[config.mk]
export PLATFORM = sky130hd
export DESIGN_NAME = regfile_dumper_flat
export DESIGN_NICKNAME = d
export VERILOG_FILES = /design/src/rtl/regfile_dumper_if.sv /design/src/rtl/regfile_dumper.sv /design/src/flat_wrapper.sv
export SDC_FILE = /design/constraint.sdc
export NUM_CORES = 1
export LEC_CHECK = 0
export ABC_AREA = 1
export CORE_MARGIN = 4
export CORE_UTILIZATION = 48
export DETAILED_ROUTE_END_ITERATION = 10
export PLACE_DENSITY = 0.87
export SLEW_MARGIN = 25
export SYNTH_ARGS = -nofsm -noshare
export SYNTH_HDL_FRONTEND = slang
export SYNTH_SLANG_ARGS = --single-unit
[constraint.sdc]
create_clock -name Clk -period 2.3 [get_ports Clk]
set_input_delay 0.46 -clock Clk [delete_from_list [all_inputs] [get_ports Clk]]
set_output_delay 0.46 -clock Clk [all_outputs]
set_load 0.02 [all_outputs]
[src/rtl/regfile_dumper_if.sv]
// Bus bundle for regfile_dumper: the dump control, the register-file read port
// and the output word stream.
interface regfile_dumper_if #(
  parameter int unsigned DATA_WIDTH = 32,
  parameter int unsigned ADDR_WIDTH = 5
);

  // Dump control and status
  logic                  Start;
  logic                  Abort;
  logic [ADDR_WIDTH-1:0] FirstReg;
  logic [ADDR_WIDTH-1:0] LastReg;
  logic                  Busy;
  logic                  Done;
  logic [DATA_WIDTH-1:0] Checksum;

  // Register-file asynchronous read port
  logic [ADDR_WIDTH-1:0] ReadRegister;
  logic [DATA_WIDTH-1:0] ReadData;

  // Output word stream
  logic [DATA_WIDTH-1:0] OutData;
  logic [ADDR_WIDTH-1:0] OutAddr;
  logic                  OutValid;
  logic                  OutReady;

  // The dumper itself
  modport slave (
    input  Start, Abort, FirstReg, LastReg, ReadData, OutReady,
    output ReadRegister, OutData, OutAddr, OutValid, Busy, Done, Checksum
  );

  // Whoever drives the dumper and consumes its words
  modport master (
    output Start, Abort, FirstReg, LastReg, ReadData, OutReady,
    input  ReadRegister, OutData, OutAddr, OutValid, Busy, Done, Checksum
  );

endinterface

[src/rtl/regfile_dumper.sv]
// Walks a register-file address range (wrapping modulo the address space),
// streams each word out over a valid/ready port and accumulates an XOR checksum
// of the accepted words.
module regfile_dumper #(
  parameter int unsigned DATA_WIDTH = 32,
  parameter int unsigned ADDR_WIDTH = 5
) (
  input logic              Clk,
  input logic              Reset,
  regfile_dumper_if.slave  bus
);

  typedef enum logic [1:0] {
    StIdle,
    StFetch,
    StSend,
    StDone
  } stateT;

  stateT                 stateQ, stateD;
  logic [ADDR_WIDTH-1:0] addrQ, addrD;
  logic [ADDR_WIDTH-1:0] endQ, endD;
  logic [DATA_WIDTH-1:0] outDataQ, outDataD;
  logic [ADDR_WIDTH-1:0] outAddrQ, outAddrD;
  logic [DATA_WIDTH-1:0] checksumQ, checksumD;
  logic                  handshake;

  // Next-state logic: sequencing, word capture and checksum accumulation
  always_comb begin
    stateD    = stateQ;
    addrD     = addrQ;
    endD      = endQ;
    outDataD  = outDataQ;
    outAddrD  = outAddrQ;
    checksumD = checksumQ;
    handshake = (stateQ == StSend) && bus.OutReady;

    case (stateQ)
      StIdle: begin
        // Abort outranks Start, so a simultaneous pair starts nothing
        if (bus.Start && !bus.Abort) begin
          stateD    = StFetch;
          addrD     = bus.FirstReg;
          endD      = bus.LastReg;
          checksumD = '0;
        end
      end
      StFetch: begin
        if (bus.Abort) begin
          stateD = StIdle;
        end else begin
          outDataD = bus.ReadData;
          outAddrD = addrQ;
          stateD   = StSend;
        end
      end
      StSend: begin
        // An accepted word always counts, even when aborted in the same cycle
        if (handshake) begin
          checksumD = checksumQ ^ outDataQ;
        end
        if (bus.Abort) begin
          stateD = StIdle;
        end else if (handshake) begin
          if (addrQ == endQ) begin
            stateD = StDone;
          end else begin
            addrD  = addrQ + ADDR_WIDTH'(1);
            stateD = StFetch;
          end
        end
      end
      StDone: begin
        stateD = StIdle;
      end
      default: begin
        stateD = StIdle;
      end
    endcase
  end

  // State register with synchronous reset
  always_ff @(posedge Clk) begin
    if (Reset) begin
      stateQ    <= StIdle;
      addrQ     <= '0;
      endQ      <= '0;
      outDataQ  <= '0;
      outAddrQ  <= '0;
      checksumQ <= '0;
    end else begin
      stateQ    <= stateD;
      addrQ     <= addrD;
      endQ      <= endD;
      outDataQ  <= outDataD;
      outAddrQ  <= outAddrD;
      checksumQ <= checksumD;
    end
  end

  // Outputs come straight from registers; ReadData never reaches ReadRegister
  always_comb begin
    bus.ReadRegister = addrQ;
    bus.OutData      = outDataQ;
    bus.OutAddr      = outAddrQ;
    bus.OutValid     = (stateQ == StSend);
    bus.Busy         = (stateQ != StIdle);
    bus.Done         = (stateQ == StDone) && !bus.Abort;
    bus.Checksum     = checksumQ;
  end

endmodule

[src/flat_wrapper.sv]
// flat-port wrapper written by rule: the top's interface ports become plain ports
module regfile_dumper_flat 
#(
  parameter int unsigned DATA_WIDTH = 32,
  parameter int unsigned ADDR_WIDTH = 5
)
  (Clk, Reset, bus_Start, bus_Abort, bus_FirstReg, bus_LastReg, bus_ReadData, bus_OutReady, bus_ReadRegister, bus_OutData, bus_OutAddr, bus_OutValid, bus_Busy, bus_Done, bus_Checksum);
  regfile_dumper_if #(.DATA_WIDTH(DATA_WIDTH), .ADDR_WIDTH(ADDR_WIDTH)) bus_i ();
  input logic Clk;
  input logic Reset;
  input wire logic [$bits(bus_i.Start)-1:0] bus_Start;
  input wire logic [$bits(bus_i.Abort)-1:0] bus_Abort;
  input wire logic [$bits(bus_i.FirstReg)-1:0] bus_FirstReg;
  input wire logic [$bits(bus_i.LastReg)-1:0] bus_LastReg;
  input wire logic [$bits(bus_i.ReadData)-1:0] bus_ReadData;
  input wire logic [$bits(bus_i.OutReady)-1:0] bus_OutReady;
  output wire logic [$bits(bus_i.ReadRegister)-1:0] bus_ReadRegister;
  output wire logic [$bits(bus_i.OutData)-1:0] bus_OutData;
  output wire logic [$bits(bus_i.OutAddr)-1:0] bus_OutAddr;
  output wire logic [$bits(bus_i.OutValid)-1:0] bus_OutValid;
  output wire logic [$bits(bus_i.Busy)-1:0] bus_Busy;
  output wire logic [$bits(bus_i.Done)-1:0] bus_Done;
  output wire logic [$bits(bus_i.Checksum)-1:0] bus_Checksum;
  assign bus_i.Start = bus_Start;
  assign bus_i.Abort = bus_Abort;
  assign bus_i.FirstReg = bus_FirstReg;
  assign bus_i.LastReg = bus_LastReg;
  assign bus_i.ReadData = bus_ReadData;
  assign bus_i.OutReady = bus_OutReady;
  assign bus_ReadRegister = bus_i.ReadRegister;
  assign bus_OutData = bus_i.OutData;
  assign bus_OutAddr = bus_i.OutAddr;
  assign bus_OutValid = bus_i.OutValid;
  assign bus_Busy = bus_i.Busy;
  assign bus_Done = bus_i.Done;
  assign bus_Checksum = bus_i.Checksum;
  regfile_dumper #(.DATA_WIDTH(DATA_WIDTH), .ADDR_WIDTH(ADDR_WIDTH)) u_core (.Clk(Clk), .Reset(Reset), .bus(bus_i));
endmodule
==> impl_metrics.toml <==
[clock_network]
clkLatencyLatePin_ps = 340
cts_max_path_buffers = 2
postCtsHoldBufs = 0
post_cts_resized = 0
cts_buffers = 9
clk_transition_reported_paths_ps = 90
tritoncts_num_sinks = 81
cts_root_buf = "clkbuf_8"
cts_tree = "built"
cts-htree-levels = 3
post-cts-setup-buffer-count = 0

[grt]
global_route_wire_length_before_repair_mm = 14.4
grt_overflow = 0
vias_in_the_first_global_route = 2988
grt_start_max_net_pins = 52
antenna_found_initial = 0
gr-usage-all-layers_pct = 20.7

[detailed_routing]
via_per_instance_ratio = 5.07
detail-route-antenna-nets = 0
wirelength_mm = 9.01
vias = 3198
first_pass_iters = 4
routedWlPerCell_um = 14.3
remaining_drc_errors = 0
initialDrtViolationCount = 111

[logic_synthesis]
ys_seq_area_share_pct = 46.6
synth.net_count = 459
ys_types = 34
yosys_warning_count = 0
ys_seq_elements = 81
post_synth_instance_area_mm2 = 0.00348
cell_count_after_synthesis = 411
syn-mean-instance-area_um2 = 8.48

[critical_path]
worst_path_largest_cell_delay_ps = 630
critical_path.cell_chain = "inv_2, nor3_1, clkdlybuf4s50_1"
crit_path_max_delay_family = "buffers and inverters"
startpoint_type = "flop"
cp_num_buf_inv = 2
worst_setup_path_end_kind = "output port"
worst_ep_required_time_ps = 1840
critical_path_arrival_ps = 1710
crit_type = "flop to output port"
cell_with_the_largest_stage_delay_on_the_worst_path = "clkdlybuf4s50_1"
cp_max_fo = 3

[power_and_ir_drop]
switchingPower_uw = 755
cellInternalPower_uw = 2290
clock_power_share_pct = 39.2
share_comb_of_total_power_pct = 12.5
total_power_uw = 3040
vdd.ir_drop.worst_uv = 331
power-per-cell-area_mw_per_mm2 = 613
static-leakage-power_uw = 0.00185
sequentialPowerShare_pct = 48.3
power_switching_share_pct = 24.8

[die]
io_pins = 124
fp.dieH_um = 93.2
initial_core_util_pct = 50.4
core_area_mm2 = 0.00691
die_area_mm2 = 0.00868
die_w_um = 93.2
core.rowCount = 30

[timing]
fmaxAchievable_mhz = 461
skew_ps = 14.1
final_min_period_over_clock_period_pct = 94.4
finalSetupTns_ps = 0
final_report_setup_violation_count = 0
maxSlewViolCount = 0
period_needed_ps = 2170
max_slew_headroom_at_the_worst_pin_pct = 44.5
timing_worst_slew_pin_value_ps = 832
final_hold_vio_count = 0
rsz_0062_raised_after_global_routing = "false"

[cells_and_area]
area.growth.synth_to_final_pct = 42.7
n_fill_cell = 554
antenna_cells = 0
fraction_of_layout_instances_using_a_drive_strength_above_1_pct = 15.0
num-nets-final = 578

[placed_design]
placed_wire_length_estimate_mm = 6.46
placement.io_buffers = 123
gp_routability_congestion = 0.830

[flow_run]
timing.max_cap.violations = 0

[status]
status = "finished clean"

[worst_hold_path]
min_path_type = "flop to flop"
==> power by group through the flow <==
stage / clock (uW) / sequential [uW] / combinational (uW)
2_1_floorplan: 0 / 1530 / 182
3_5_place_dp: 0 / 1500 / 379
6_report: 1190 / 1470 / 380
3_3_place_gp: 0 / 1500 / 374
4_1_cts: 1210 / 1470 / 382
5_1_grt: 1280 / 1480 / 412
==> final timing paths <==
check                                 end  slack, ps  depth (start not counted)                     from
setup / recovery                 bus_Done        130                          3         u_core.stateQ[0]
hold / removal    u_core.bus.Checksum[27]        450                          1  u_core.bus.Checksum[27]
setup reg to reg   u_core.bus.OutData[21]        660                          5         u_core.stateQ[0]
hold reg to reg   u_core.bus.Checksum[27]        450                          1  u_core.bus.Checksum[27]
==> synthesized netlist by cell type <==
library cell	count	area share [%]
dfxtp_1	81	47
a21oi_1	50	7.2
nor2_1	47	5.1
inv_1	32	3.4
o21ai_0	32	4.6
nand2_1	30	3.2
o21ai_1	23	3.3
and3_1	14	2.5
nor3_2	14	4.0
nand3b_1	12	2.6
a21oi_2	10	2.5
buf_2	9	1.3
o21ai_2	9	2.3
nor2_2	8	1.4
buf_6	7	2.3
inv_2	5	0.54
nand3_1	4	0.57
clkbuf_1	3	0.32
nor3_1	3	0.43
nand2_2	2	0.36
nand2_4	2	0.65
nor2_8	2	1.1
a31oi_1	1	0.18
buf_1	1	0.11
ha_1	1	0.36
inv_4	1	0.18
inv_8	1	0.32
nand2_8	1	0.57
nand3_4	1	0.50
nor2_4	1	0.32
nor3_4	1	0.47
or2_2	1	0.18
xnor2_1	1	0.25
xor2_1	1	0.25
==> metrics by stage <==
stage | setup slack (ps) | utilization [%] | area, um^2 | cells | hold WS (ps)
global placement | 152 | 68.5 | 4730 | 615 | 438
global route | 26.8 | 72.0 | 4970 | 631 | 467
floorplan | 844 | - | 3480 | 411 | 444
CTS | 99.2 | 72.0 | 4970 | 631 | 455
finish | 130 | 72.0 | 4970 | 631 | 450
detailed placement | 86.4 | 68.5 | 4730 | 615 | 437
==> layer usage <==
layer / track usage (%) / up-vias / part of all wire [%]
met2: 34.8 / 114 / 48
li1: - / 1608 / -
met4: 6.96 / 0 / 1.1
met1: 26.2 / 1468 / 44
met5: 0 / - / 0
met3: 4.51 / 8 / 6.7
==> sequential cells by signal, indices dropped and copies added (netlist names) <==
register,flops
u_core.bus.Checksum,32
u_core.bus.OutAddr,5
u_core.bus.OutData,32
u_core.bus.ReadRegister,5
u_core.endQ,5
u_core.stateQ,2
==> placed cells by master (no fill, tap or decap), types with 2 or more instances in the layout <==
cell	instances
a21oi_1	50
a21oi_2	10
and3_1	14
buf_4	5
bufinv_16	2
clkbuf_8	11
clkdlybuf4s50_1	123
dfxtp_1	81
inv_1	32
inv_2	5
nand2_1	30
nand2_2	2
nand2_4	2
nand3_1	4
nand3b_1	12
nor2_1	47
nor2_2	8
nor2_8	2
nor3_1	3
nor3_2	14
o21ai_0	32
o21ai_1	23
o21ai_2	9
==> cell type report <==
| class | instances | area [um^2] | area share [%] |
|---|---|---|---|
| sequential | 81 | 1620 | 32.6 |
| multi-input combinational | 271 | 1570 | 31.5 |
| timing repair buffer | 128 | 1270 | 25.5 |
| inverter | 39 | 156 | 3.15 |
| clock buffer | 11 | 151 | 3.05 |
| tap | 96 | 120 | 2.42 |
| clock inverter | 5 | 85.1 | 1.71 |
==> kinds of logic (layout without fill, tap and decap cells) <==
kind of cell             Yosys count  after routing  synth area share (%)
XOR/XNOR                           2              2                 0.503
flip-flops                        81             81                  46.6
AO/OA/AOI/OAI                    125            125                  20.0
adder cells (fa/ha/maj)            1              1                 0.359
AND/OR/NAND/NOR                  143            143                  24.1
buffers and inverters             59            183                  8.48
Note: power is estimated with default switching activity, not from simulation.
